$ cat src/rtl/irq_pkg.sv
// irq_pkg
//   Shared types and constants for the interrupt controller slice.
//   irq_state_t : scheduler FSM states
//   irq_src_t   : encoding of the serviced source, as seen on irq_src
//   KEY_CODE_DEFAULT : payload reported on irq_data when the key is serviced
package irq_pkg;

  typedef enum logic [1:0] {
    IRQ_IDLE    = 2'd0,
    IRQ_REQ     = 2'd1,
    IRQ_SERVICE = 2'd2
  } irq_state_t;

  typedef enum logic [1:0] {
    SRC_NONE = 2'b00,
    SRC_KEY  = 2'b01,
    SRC_ETH  = 2'b10
  } irq_src_t;

  localparam logic [31:0] KEY_CODE_DEFAULT = 32'h0000_0001;

endpackage

$ cat src/rtl/irq_controller_if.sv
// irq_controller_if
//   Bundles the event inputs, the core return pulses and the interrupt
//   outputs of irq_controller.
//   master : the environment side (keypad, Ethernet receiver, core)
//   slave  : the controller side
//   Signals: key_in, eth_valid, eth_data, eth_ready, rti, rsi,
//            irq_out, irq_data, irq_src, irq_busy
interface irq_controller_if
  import irq_pkg::*;
#(
  parameter int DATA_W = 32
) ();

  logic              key_in;
  logic              eth_valid;
  logic [DATA_W-1:0] eth_data;
  logic              eth_ready;
  logic              rti;
  logic              rsi;
  logic              irq_out;
  logic [DATA_W-1:0] irq_data;
  irq_src_t          irq_src;
  logic              irq_busy;

  modport master (
    output key_in, eth_valid, eth_data, rti, rsi,
    input  eth_ready, irq_out, irq_data, irq_src, irq_busy
  );

  modport slave (
    input  key_in, eth_valid, eth_data, rti, rsi,
    output eth_ready, irq_out, irq_data, irq_src, irq_busy
  );

endinterface

$ cat src/rtl/irq_event_fifo.sv
// irq_event_fifo
//   Synchronous FIFO queueing Ethernet receive payloads until the scheduler
//   grants them. The head entry is visible combinationally on head_data.
//   Ports: clk, rst_n (async, active-low), push/push_data, pop,
//          head_data, full, empty, count.
//   Pushes while full and pops while empty are dropped.
module irq_event_fifo #(
  parameter int DATA_W = 32,
  parameter int DEPTH  = 4
) (
  input  logic                       clk,
  input  logic                       rst_n,
  input  logic                       push,
  input  logic [DATA_W-1:0]          push_data,
  input  logic                       pop,
  output logic [DATA_W-1:0]          head_data,
  output logic                       full,
  output logic                       empty,
  output logic [$clog2(DEPTH):0]     count
);

  localparam int AW = $clog2(DEPTH);
  localparam int CW = AW + 1;

  logic [DATA_W-1:0] mem_q [DEPTH];
  logic [DATA_W-1:0] mem_d [DEPTH];
  logic [AW-1:0]     wr_ptr_q, wr_ptr_d;
  logic [AW-1:0]     rd_ptr_q, rd_ptr_d;
  logic [CW-1:0]     count_q, count_d;
  logic              push_ok;
  logic              pop_ok;

  assign full      = (count_q == CW'(DEPTH));
  assign empty     = (count_q == '0);
  assign count     = count_q;
  assign head_data = mem_q[rd_ptr_q];
  assign push_ok   = push & ~full;
  assign pop_ok    = pop & ~empty;

  // Pointers wrap naturally because DEPTH is a power of two.
  always_comb begin
    mem_d    = mem_q;
    wr_ptr_d = wr_ptr_q;
    rd_ptr_d = rd_ptr_q;
    count_d  = count_q;
    if (push_ok) begin
      mem_d[wr_ptr_q] = push_data;
      wr_ptr_d        = wr_ptr_q + 1'b1;
    end
    if (pop_ok) begin
      rd_ptr_d = rd_ptr_q + 1'b1;
    end
    case ({push_ok, pop_ok})
      2'b10:   count_d = count_q + 1'b1;
      2'b01:   count_d = count_q - 1'b1;
      default: count_d = count_q;
    endcase
  end

  always_ff @(posedge clk or negedge rst_n) begin
    if (!rst_n) begin
      for (int i = 0; i < DEPTH; i++) mem_q[i] <= '0;
      wr_ptr_q <= '0;
      rd_ptr_q <= '0;
      count_q  <= '0;
    end else begin
      mem_q    <= mem_d;
      wr_ptr_q <= wr_ptr_d;
      rd_ptr_q <= rd_ptr_d;
      count_q  <= count_d;
    end
  end

endmodule

$ cat src/rtl/irq_controller.sv
// irq_controller
//   Interrupt scheduler in front of the processor core. Arbitrates the keypad
//   button and queued Ethernet receive events, issues one-cycle irq_out
//   pulses and holds the granted payload on irq_data/irq_src until the next
//   grant. A new grant is possible only after the core answers with rti/rsi.
//   Ports: clk, rst_n (async, active-low), bus (irq_controller_if.slave).
//   Optional feature: define IRQ_DEBOUNCE_EN to debounce the synchronised
//   key over DEBOUNCE_CYC stable cycles before edge detection.
module irq_controller
  import irq_pkg::*;
#(
  parameter int                DATA_W       = 32,
  parameter int                ETH_DEPTH    = 4,
  parameter int                SYNC_STAGES  = 2,
  parameter int                DEBOUNCE_CYC = 50000,
  parameter logic [DATA_W-1:0] KEY_CODE     = DATA_W'(KEY_CODE_DEFAULT)
) (
  input  logic             clk,
  input  logic             rst_n,
  irq_controller_if.slave  bus
);

  localparam int CW = $clog2(ETH_DEPTH) + 1;

  // ---------------- key path ----------------
  logic [SYNC_STAGES-1:0] sync_q, sync_d;
  logic                   key_sync;
  logic                   key_level;
  logic                   key_prev_q, key_prev_d;
  logic                   key_rise_q, key_rise_d;
  logic                   key_pend_q, key_pend_d;

  assign sync_d   = {sync_q[SYNC_STAGES-2:0], bus.key_in};
  assign key_sync = sync_q[SYNC_STAGES-1];

`ifdef IRQ_DEBOUNCE_EN
  localparam int DCW = $clog2(DEBOUNCE_CYC + 1);

  logic           key_deb_q, key_deb_d;
  logic [DCW-1:0] deb_cnt_q, deb_cnt_d;

  // The debounced level follows the synced key only after it has differed
  // for DEBOUNCE_CYC consecutive cycles; any bounce back restarts the count.
  always_comb begin
    key_deb_d = key_deb_q;
    deb_cnt_d = '0;
    if (key_sync != key_deb_q) begin
      if (deb_cnt_q == DCW'(DEBOUNCE_CYC - 1)) key_deb_d = key_sync;
      else                                     deb_cnt_d = deb_cnt_q + 1'b1;
    end
  end

  always_ff @(posedge clk or negedge rst_n) begin
    if (!rst_n) begin
      key_deb_q <= 1'b0;
      deb_cnt_q <= '0;
    end else begin
      key_deb_q <= key_deb_d;
      deb_cnt_q <= deb_cnt_d;
    end
  end

  assign key_level = key_deb_q;
`else
  assign key_level = key_sync;
`endif

  logic grant_key;
  logic grant_eth;

  // The rise is registered once before reaching key_pend, giving a raw rise
  // sampled at edge N a pending key at edge N+SYNC_STAGES+1. A rise that
  // lands on the grant cycle keeps key_pend set.
  always_comb begin
    key_prev_d = key_level;
    key_rise_d = key_level & ~key_prev_q;
    key_pend_d = (key_pend_q & ~grant_key) | key_rise_q;
  end

  always_ff @(posedge clk or negedge rst_n) begin
    if (!rst_n) begin
      sync_q     <= '0;
      key_prev_q <= 1'b0;
      key_rise_q <= 1'b0;
      key_pend_q <= 1'b0;
    end else begin
      sync_q     <= sync_d;
      key_prev_q <= key_prev_d;
      key_rise_q <= key_rise_d;
      key_pend_q <= key_pend_d;
    end
  end

  // ---------------- Ethernet path ----------------
  logic [DATA_W-1:0] fifo_head;
  logic              fifo_full;
  logic              fifo_empty;
  logic [CW-1:0]     fifo_count;
  logic              fifo_push;

  assign bus.eth_ready = (fifo_count < CW'(ETH_DEPTH));
  assign fifo_push     = bus.eth_valid & ~fifo_full;

  irq_event_fifo #(
    .DATA_W (DATA_W),
    .DEPTH  (ETH_DEPTH)
  ) u_fifo (
    .clk       (clk),
    .rst_n     (rst_n),
    .push      (fifo_push),
    .push_data (bus.eth_data),
    .pop       (grant_eth),
    .head_data (fifo_head),
    .full      (fifo_full),
    .empty     (fifo_empty),
    .count     (fifo_count)
  );

  // ---------------- arbitration + FSM ----------------
  irq_state_t        state_q;
  irq_src_t          last_src_q;
  irq_src_t          irq_src_q;
  logic [DATA_W-1:0] irq_data_q;
  logic              irq_out_q;
  logic              irq_busy_q;
  logic              pick_eth;
  logic              in_idle;

  // Key normally wins; right after a key grant a waiting Ethernet event
  // goes first so a chattering key cannot starve the queue.
  assign in_idle   = (state_q == IRQ_IDLE);
  assign pick_eth  = ~fifo_empty & (~key_pend_q | (last_src_q == SRC_KEY));
  assign grant_eth = in_idle & pick_eth;
  assign grant_key = in_idle & key_pend_q & ~pick_eth;

  always_ff @(posedge clk or negedge rst_n) begin
    if (!rst_n) begin
      state_q    <= IRQ_IDLE;
      last_src_q <= SRC_NONE;
      irq_src_q  <= SRC_NONE;
      irq_data_q <= '0;
      irq_out_q  <= 1'b0;
      irq_busy_q <= 1'b0;
    end else begin
      case (state_q)
        IRQ_IDLE: begin
          if (grant_key || grant_eth) begin
            state_q    <= IRQ_REQ;
            irq_out_q  <= 1'b1;
            irq_busy_q <= 1'b1;
            irq_data_q <= grant_key ? KEY_CODE : fifo_head;
            irq_src_q  <= grant_key ? SRC_KEY : SRC_ETH;
            last_src_q <= grant_key ? SRC_KEY : SRC_ETH;
          end
        end
        IRQ_REQ: begin
          state_q   <= IRQ_SERVICE;
          irq_out_q <= 1'b0;
        end
        IRQ_SERVICE: begin
          if (bus.rti || bus.rsi) begin
            state_q    <= IRQ_IDLE;
            irq_busy_q <= 1'b0;
          end
        end
        default: begin
          state_q    <= IRQ_IDLE;
          irq_out_q  <= 1'b0;
          irq_busy_q <= 1'b0;
        end
      endcase
    end
  end

  assign bus.irq_out  = irq_out_q;
  assign bus.irq_busy = irq_busy_q;
  assign bus.irq_data = irq_data_q;
  assign bus.irq_src  = irq_src_q;

endmodule

$ cat src/flat_wrapper.sv
// flat-port wrapper written by rule: the top's interface ports become plain ports
module irq_controller_flat import irq_pkg::*;
#(
  parameter int                DATA_W       = 32,
  parameter int                ETH_DEPTH    = 4,
  parameter int                SYNC_STAGES  = 2,
  parameter int                DEBOUNCE_CYC = 50000,
  parameter logic [DATA_W-1:0] KEY_CODE     = DATA_W'(KEY_CODE_DEFAULT)
)
  (clk, rst_n, bus_key_in, bus_eth_valid, bus_eth_data, bus_rti, bus_rsi, bus_eth_ready, bus_irq_out, bus_irq_data, bus_irq_src, bus_irq_busy);
  irq_controller_if #(.DATA_W(DATA_W)) bus_i ();
  input  logic clk;
  input  logic rst_n;
  input wire logic [$bits(bus_i.key_in)-1:0] bus_key_in;
  input wire logic [$bits(bus_i.eth_valid)-1:0] bus_eth_valid;
  input wire logic [$bits(bus_i.eth_data)-1:0] bus_eth_data;
  input wire logic [$bits(bus_i.rti)-1:0] bus_rti;
  input wire logic [$bits(bus_i.rsi)-1:0] bus_rsi;
  output wire logic [$bits(bus_i.eth_ready)-1:0] bus_eth_ready;
  output wire logic [$bits(bus_i.irq_out)-1:0] bus_irq_out;
  output wire logic [$bits(bus_i.irq_data)-1:0] bus_irq_data;
  output wire logic [$bits(bus_i.irq_src)-1:0] bus_irq_src;
  output wire logic [$bits(bus_i.irq_busy)-1:0] bus_irq_busy;
  assign bus_i.key_in = bus_key_in;
  assign bus_i.eth_valid = bus_eth_valid;
  assign bus_i.eth_data = bus_eth_data;
  assign bus_i.rti = bus_rti;
  assign bus_i.rsi = bus_rsi;
  assign bus_eth_ready = bus_i.eth_ready;
  assign bus_irq_out = bus_i.irq_out;
  assign bus_irq_data = bus_i.irq_data;
  assign bus_irq_src = bus_i.irq_src;
  assign bus_irq_busy = bus_i.irq_busy;
  irq_controller #(.DATA_W(DATA_W), .ETH_DEPTH(ETH_DEPTH), .SYNC_STAGES(SYNC_STAGES), .DEBOUNCE_CYC(DEBOUNCE_CYC), .KEY_CODE(KEY_CODE)) u_core (.clk(clk), .rst_n(rst_n), .bus(bus_i));
endmodule
$ cat config.mk
export PLATFORM = sky130hd
export DESIGN_NAME = irq_controller_flat
export DESIGN_NICKNAME = d
export VERILOG_FILES = /design/src/rtl/irq_pkg.sv /design/src/rtl/irq_controller_if.sv /design/src/rtl/irq_event_fifo.sv /design/src/rtl/irq_controller.sv /design/src/flat_wrapper.sv
export SDC_FILE = /design/constraint.sdc
export NUM_CORES = 1
export LEC_CHECK = 0
export ABC_AREA = 1
export BUFFER_PORTS_ARGS = -buffer_cell sky130_fd_sc_hd__buf_2
export CORE_UTILIZATION = 64
export CTS_CLUSTER_SIZE = 28
export DETAILED_ROUTE_END_ITERATION = 10
export PLACE_DENSITY = 0.94
export SETUP_SLACK_MARGIN = 0.3
export SYNTH_ARGS = -nofsm -noshare
export SYNTH_HDL_FRONTEND = slang
export SYNTH_SLANG_ARGS = --single-unit
$ cat constraint.sdc
create_clock -name clk -period 6.35 [get_ports clk]
set_clock_uncertainty 0.1 [all_clocks]
set_input_delay 0.635 -clock clk [delete_from_list [all_inputs] [get_ports clk]]
set_output_delay 0.635 -clock clk [all_outputs]
set_load 0.1 [all_outputs]
==> results of run 1 <==
flip-flops by register name, indices dropped and copies added (netlist names), 2 cells and up:
| signal | cells |
|---|---|
| u_core.bus.irq_data | 32 |
| u_core.u_fifo.wr_ptr_q | 2 |
| u_core.state_q | 2 |
| u_core.sync_q | 2 |
| u_core.last_src_q | 2 |
| u_core.u_fifo.mem_q | 128 |
| u_core.u_fifo.count | 3 |
| u_core.u_fifo.rd_ptr_q | 2 |
worst register-to-register path: cells and delay by family (launching register included):
kind                     cells  cell delay, ns
buffers and inverters        2            0.20
AND/OR/NAND/NOR              4            1.33
adder cells (fa/ha/maj)      2            0.66
XOR/XNOR                     1            0.15
flip-flops                   1            0.39
synthesized netlist by cell type, drive strengths merged:
cell	instances
xnor2	2
o21ai	174
inv	85
o21bai	1
nor2	13
or2	1
nand2	319
a21o	1
fa	1
ha	5
dfrtp	178
a21oi	45
nand3	24
buf	45
nand4	1
clkbuf	14
o211ai	20
xor2	3
logic make-up (layout without fill, tap and decap cells):
family / after synthesis / in the layout
and+or+nand+nor: 358 / 358
AOI/OAI and AO/OA: 241 / 241
DFF: 178 / 178
buffers and inverters: 144 / 195
adders and majority gates: 6 / 6
xor gates and xnor gates: 5 / 5
other: 0 / 1
cells in the final DEF (no fill, tap or decap), drive strengths merged:
cell / synthesis / layout
nand2: 319 / 319
dfrtp: 178 / 178
o21ai: 174 / 174
inv: 85 / 87
buf: 45 / 78
a21oi: 45 / 45
nand3: 24 / 24
o211ai: 20 / 20
clkbuf: 14 / 20
nor2: 13 / 13
clkinv: 0 / 7
ha: 5 / 5
xor2: 3 / 3
clkinvlp: 0 / 3
xnor2: 2 / 2
diode: 0 / 1
a21o: 1 / 1
o21bai: 1 / 1
or2: 1 / 1
nand4: 1 / 1
fa: 1 / 1
how the worst min path moves through the flow:
stage	end	slack, ns	startpoint
after floorplan	u_core.sync_q[1]	0.23	u_core.sync_q[0]
after global placement	u_core.sync_q[1]	0.24	u_core.sync_q[0]
after detailed placement	u_core.sync_q[1]	0.26	u_core.sync_q[0]
after CTS	u_core.sync_q[0]	0.21	bus_key_in
after global routing	u_core.sync_q[0]	0.22	bus_key_in
final	u_core.u_fifo.mem_q[8]	0.18	rst_n
layout make-up:
class | instances | area (um^2)
diodes | 1 | 2.502
clock buffers | 20 | 466.7
clock inverters | 12 | 82.58
fillers | 777 | 3286
inverters | 85 | 319.1
multi-input cells | 610 | 2830
flip-flops and latches | 178 | 4458
well taps | 168 | 210.2
repair buffers | 78 | 406.6
routing by layer:
metal	up-vias	share of wire, %
met5	-	0.050
met4	2	3.8
met3	86	9.0
met2	431	48
met1	3229	39
li1	3051	-
power by group:
part	switching, mW	total (mW)	internal, mW	leakage [nW]
Sequential	0.344	1.99	1.64	2.22
Clock	0.445	0.976	0.531	0.268
Combinational	1.77	2.33	0.556	1.99
per-stage QoR:
stage / setup WS [ns] / hold WS, ns
2_1_floorplan: 3.559 / 0.2312
3_3_place_gp: 3.591 / 0.2448
3_5_place_dp: 3.472 / 0.2568
4_1_cts: 3.481 / 0.2145
5_1_grt: 3.301 / 0.2155
6_report: 3.450 / 0.1791
==> flow_metrics.tcl, run 1 <==
set metrics [dict create \
    status "finished clean" \
    synth-xor-area-share_pct 0.5525 \
    drc 0 \
    critPathLaunchType "flip-flop" \
    path_class "flip-flop to flip-flop" \
    initial_core_util_pct 65.72 \
    synthSimpleGateAreaFrac_pct 18.09 \
    synth_cell_types 26 \
    cp_max_fo 33 \
    synth_compound_area_share_pct 15.96 \
    yosys.area.top_type "dfrtp_1" \
    ios 75 \
    worst-r2r-cell-count 9 \
    cts_buffers 17 \
    gp_congestion 0.7657 \
    final_area_um2 8776 \
    drt_first_iter_violations 826 \
    required_ns 6.61 \
    cts_hold_buf 0 \
    grt_antenna_before_repair 2 \
    post-place-cells 1119 \
    r2r_setup_slack_ns 3.45 \
    grt_pass1_wl_um 32310 \
    critical-path-top-delay-family "simple AND/OR/NAND/NOR gates" \
    ant_nets 0 \
    fin_crit_sh_pct 45.67 \
    syn_to_final_growth_pct 10.72 \
    cpMostUsedCell "inv_1" \
    synth_area_um2 7926 \
    die_x_um 113.3 \
    yosysTopAreaCellShare_pct 56.20 \
    grt_use_met2_pct 52.07 \
    grt.met1_usage_pct 42.08 \
    p_leak_nw 4.477 \
    nNetsFinal 1014 \
    slowest_delay_ns 0.75 \
    synthMuxAreaShare_pct 0 \
    wl_per_cell_um 17.35 \
    drive_above_1_share_pct 12.21 \
    grt-ovfl-total 0 \
    min-delay-path-class "input pin to asynchronous set/reset pin" \
    cp.depth 9 \
    post-cts-setup-buffers 0 \
    rsz0062_at_grt "false" \
    grt_start_max_net_pins 129 \
    endpoint "u_core.u_fifo.count[2]" \
    numPortBuffers 74 \
    slew_violations 0 \
    powerDensity_nw_per_um2 602.6 \
    crit_path_start "u_core.state_q[0]" \
    critPathBufInv 2 \
    clkSinkCount 178 \
    slew_headroom_pct 14.33 \
    rr_endpoint "u_core.u_fifo.count[2]" \
    dieArea_um2 12830 \
    drt-total-wl_um 19990 \
    clkLatencyLatePin_ns 0.43 \
    post_cts_resized 0 \
    maxCapViolCount 0 \
    synth.avg_cell_area_um2 8.505 \
    dpl.hpwl_um 10940 \
    yosys_warnings 0 \
    utilization_pct 72.76 \
    cts_root_buf "clkbuf_16" \
    hold_viol 0 \
    num_vias 6799 \
    ys_ff_latch 178 \
    path_clk_slew_ns 0.07 \
    setup_violations 0 \
    grt_util_all_layers_pct 32.60 \
    instances_no_fill 1152 \
    regToRegStartpoint "u_core.state_q[0]" \
    arrival_ns 3.16 \
    viasPerCell 5.902 \
    worst_pin_slew_ns 1.284 \
    syn-num-nets 976 \
    crit_chain "nor2_1, inv_1, nor2_4, ha_1, inv_1, fa_1, or2_2, nand2_1, xor2_1" \
    syn_inst 932 \
    globalRoute.busiestLayer "met2" \
    ctsLongestPathBuffers 2 \
    h-tree-depth 4 \
    die_y_um 113.3 \
    yosysSeqAreaShare_pct 56.20 \
    critPathCaptureType "flip-flop" \
    crit_slowest_cell "nor2_4" \
    period_needed_ns 2.900 \
    row_count 40 \
    ir_drop_mv 0.3405 \
    synth_top_family_by_area "simple AND/OR/NAND/NOR gates" \
    cts_tree "built" \
    firstDrtPassIters 6 \
    coreArea_um2 12060 \
    total_power_mw 5.289 \
    ys_top_cells_by_area "dfrtp_1 56%, nand2_1 15%, o21ai_0 9.7%, inv_1 4.0%, a21oi_1 2.8%" \
    grt_pass1_vias 6639 \
    setup_tns_ns 0 \
    placed_area_um2 8224 \
    synthAdderAreaFrac_pct 1.042 \
    fmax_ghz 0.3448 \
    use_met3_pct 7.499 \
]
(Power assumes the default switching activity.)
==> inputs of run 2 (changes only) <==
--- a/config.mk
+++ b/config.mk
@@ -7,10 +7,10 @@
 export LEC_CHECK = 0
 export ABC_AREA = 1
 export BUFFER_PORTS_ARGS = -buffer_cell sky130_fd_sc_hd__buf_2
-export CORE_UTILIZATION = 64
+export CORE_UTILIZATION = 59
 export CTS_CLUSTER_SIZE = 28
 export DETAILED_ROUTE_END_ITERATION = 10
-export PLACE_DENSITY = 0.94
+export PLACE_DENSITY = 0.88
 export SETUP_SLACK_MARGIN = 0.3
 export SYNTH_ARGS = -nofsm -noshare
 export SYNTH_HDL_FRONTEND = slang
==> constraint.sdc (replaced) <==
create_clock -name clk -period 3 [get_ports clk]
set_clock_uncertainty 0.1 [all_clocks]
set_input_delay 0.3 -clock clk [delete_from_list [all_inputs] [get_ports clk]]
set_output_delay 0.3 -clock clk [all_outputs]
set_load 0.1 [all_outputs]
==> run 2 against run 1 <==
Compared with the run above:
- fmax increased by 20%
- via count fell by 1.5%
- combinational power is 120% higher
- non-clock buffer count up 11
- critical path depth down 4
- clock power increased to 2.7 times the previous value
- first-iteration DRC count rose by 9.9%
- critical path type unchanged
- largest cell class unchanged
- largest power group unchanged
- highest routed layer is now met4
==> flow_metrics.tcl, run 2 (same netlist as run 1, synthesis figures left out) <==
set metrics [dict create \
    drt_first_iter_violations 908 \
    cts_root_buf "clkbuf_16" \
    row_count 41 \
    maxCapViolCount 0 \
    rsz0062_at_grt "false" \
    swShare_pct 45.29 \
    status "finished clean" \
    internal_power_mw 6.429 \
    die_y_um 117.9 \
    cts_buffers 17 \
    p_sw_mw 5.322 \
    numPortBuffers 74 \
    clkLatencyLatePin_ns 0.43 \
    drt-total-wl_um 19450 \
    grt_pass1_wl_um 32780 \
    setup_violations 0 \
    required_ns 3.15 \
    fin_crit_sh_pct 80.74 \
    cp_max_fo 53 \
    arrival_ns 2.57 \
    drive_above_1_share_pct 13.08 \
    worst_hold_slack_ns 0.02330 \
    grt.met1_usage_pct 39.31 \
    coreArea_um2 12880 \
    slew_violations 0 \
    ios 75 \
    setup_tns_ns 0 \
    h-tree-depth 4 \
    utilization_pct 70.31 \
    use_met3_pct 6.202 \
    firstDrtPassIters 6 \
    slew_headroom_pct 22.10 \
    ir_drop_mv 0.6537 \
    largest_register_ff_count 128 \
    dpl.hpwl_um 10920 \
    comb_power_share_pct 42.7 \
    ant_nets 0 \
    p_leak_nw 4.613 \
    path_clk_slew_ns 0.07 \
    cts_tree "built" \
    grt_util_all_layers_pct 30.02 \
    post-place-cells 1132 \
    worst_pin_slew_ns 1.166 \
    critPathLaunchType "flip-flop" \
    p_seq_share_pct 34.8 \
    regMostFlops "u_core.u_fifo.mem_q" \
    dieArea_um2 13900 \
    fmax_ghz 0.4129 \
    viasPerCell 5.744 \
    period_needed_ns 2.422 \
    num_vias 6698 \
    fin_ws_ns 0.5778 \
    grt_antenna_before_repair 0 \
    die_x_um 117.9 \
    gp_congestion 0.7571 \
    most-common-layout-cells "318 x nand2_1, 176 x dfrtp_1, 153 x o21ai_0, 85 x inv_1, 73 x buf_2" \
    grt-ovfl-total 0 \
    post-cts-setup-buffers 0 \
    powerDensity_nw_per_um2 1298 \
    clkSinkCount 178 \
    nNetsFinal 1025 \
    min-delay-path-class "input pin to flip-flop" \
    wl_per_cell_um 16.68 \
    dp_slack_ns 0.6663 \
    ctsLongestPathBuffers 2 \
    grt_start_max_net_pins 79 \
    grt_use_met2_pct 49.30 \
    drc 0 \
    final_common_cell "nand2_1" \
    diodes 0 \
    initial_core_util_pct 61.56 \
    instances_no_fill 1166 \
    grt_pass1_vias 6651 \
    critPathCaptureType "flip-flop" \
    hold_viol 0 \
    globalRoute.busiestLayer "met2" \
    syn_to_final_growth_pct 14.22 \
    path_class "flip-flop to flip-flop" \
    clockPowerShare_pct 22.5 \
]
-- run 2: cell count changes in the layout (fill, tap and decap cells not counted), moves of 2 or more --
cell / before / now
bufinv_16: 0 / 7
clkinv_2: 5 / 1
buf_4: 4 / 11
buf_12: 0 / 2
clkinvlp_4: 3 / 1
dlygate4sd3_1: 0 / 2
-- run 2: critical path, stage by stage (launching register included) --
cell and delay (ns):
dfrtp_1 0.41, inv_1 0.14, ha_1 0.18, inv_1 0.20, nor2_4 0.94, o21ai_0 0.22
-- run 2: stage by stage --
stage	power, mW	instance area (um^2)
floorplan	7.859	7928
global placement	8.719	8318
detailed placement	8.955	8318
CTS	11.71	9054
global route	12.47	9054
finish	11.75	9054
-- run 2: cell type report --
cell class              count  area, um^2
inverters                  85       319.1
well taps                 172       215.2
flip-flops and latches    178        4459
clock buffers              20       466.7
multi-input cells         610        2825
clock inverters            12       249.0
repair buffers             89       519.2
fillers                   914        3822
-- run 2: path summary, 6_finish.rpt --
kind	depth (start not counted)	from	slack, ns	endpoint
setup / recovery	5	u_core.u_fifo.wr_ptr_q[0]	0.58	u_core.u_fifo.mem_q[111]
hold / removal	3	bus_eth_data[22]	0.02	u_core.u_fifo.mem_q[86]
setup reg to reg	5	u_core.u_fifo.wr_ptr_q[0]	0.58	u_core.u_fifo.mem_q[111]
hold reg to reg	0	u_core.sync_q[0]	0.27	u_core.sync_q[1]
max in group asynchronous	3	rst_n	1.66	u_core.u_fifo.mem_q[89]
min in group asynchronous	2	rst_n	0.37	u_core.sync_q[0]
-- run 2: routing by layer --
layer,up-vias,routed length [um],share of wire [%]
li1,3077,-,-
met4,0,384,2.0
met3,44,1466,7.5
met5,-,0,0
met2,325,9517,49
met1,3252,8085,42
-- run 2: power by group through the flow --
stage                     registers [mW]  logic (mW)  clock network [mW]
after floorplan                     5.02        2.84                   0
after global placement              4.03        4.69                   0
after detailed placement            4.09        4.87                   0
after CTS                           4.07        4.99                2.66
after global routing                4.19        5.52                2.75
final                               4.09        5.02                2.64
-- run 2: what timing repair did --
item	4_1_cts	5_1_grt
hold buffers	2	0
resized for setup	0	0
endpoints found under the hold margin	77	0
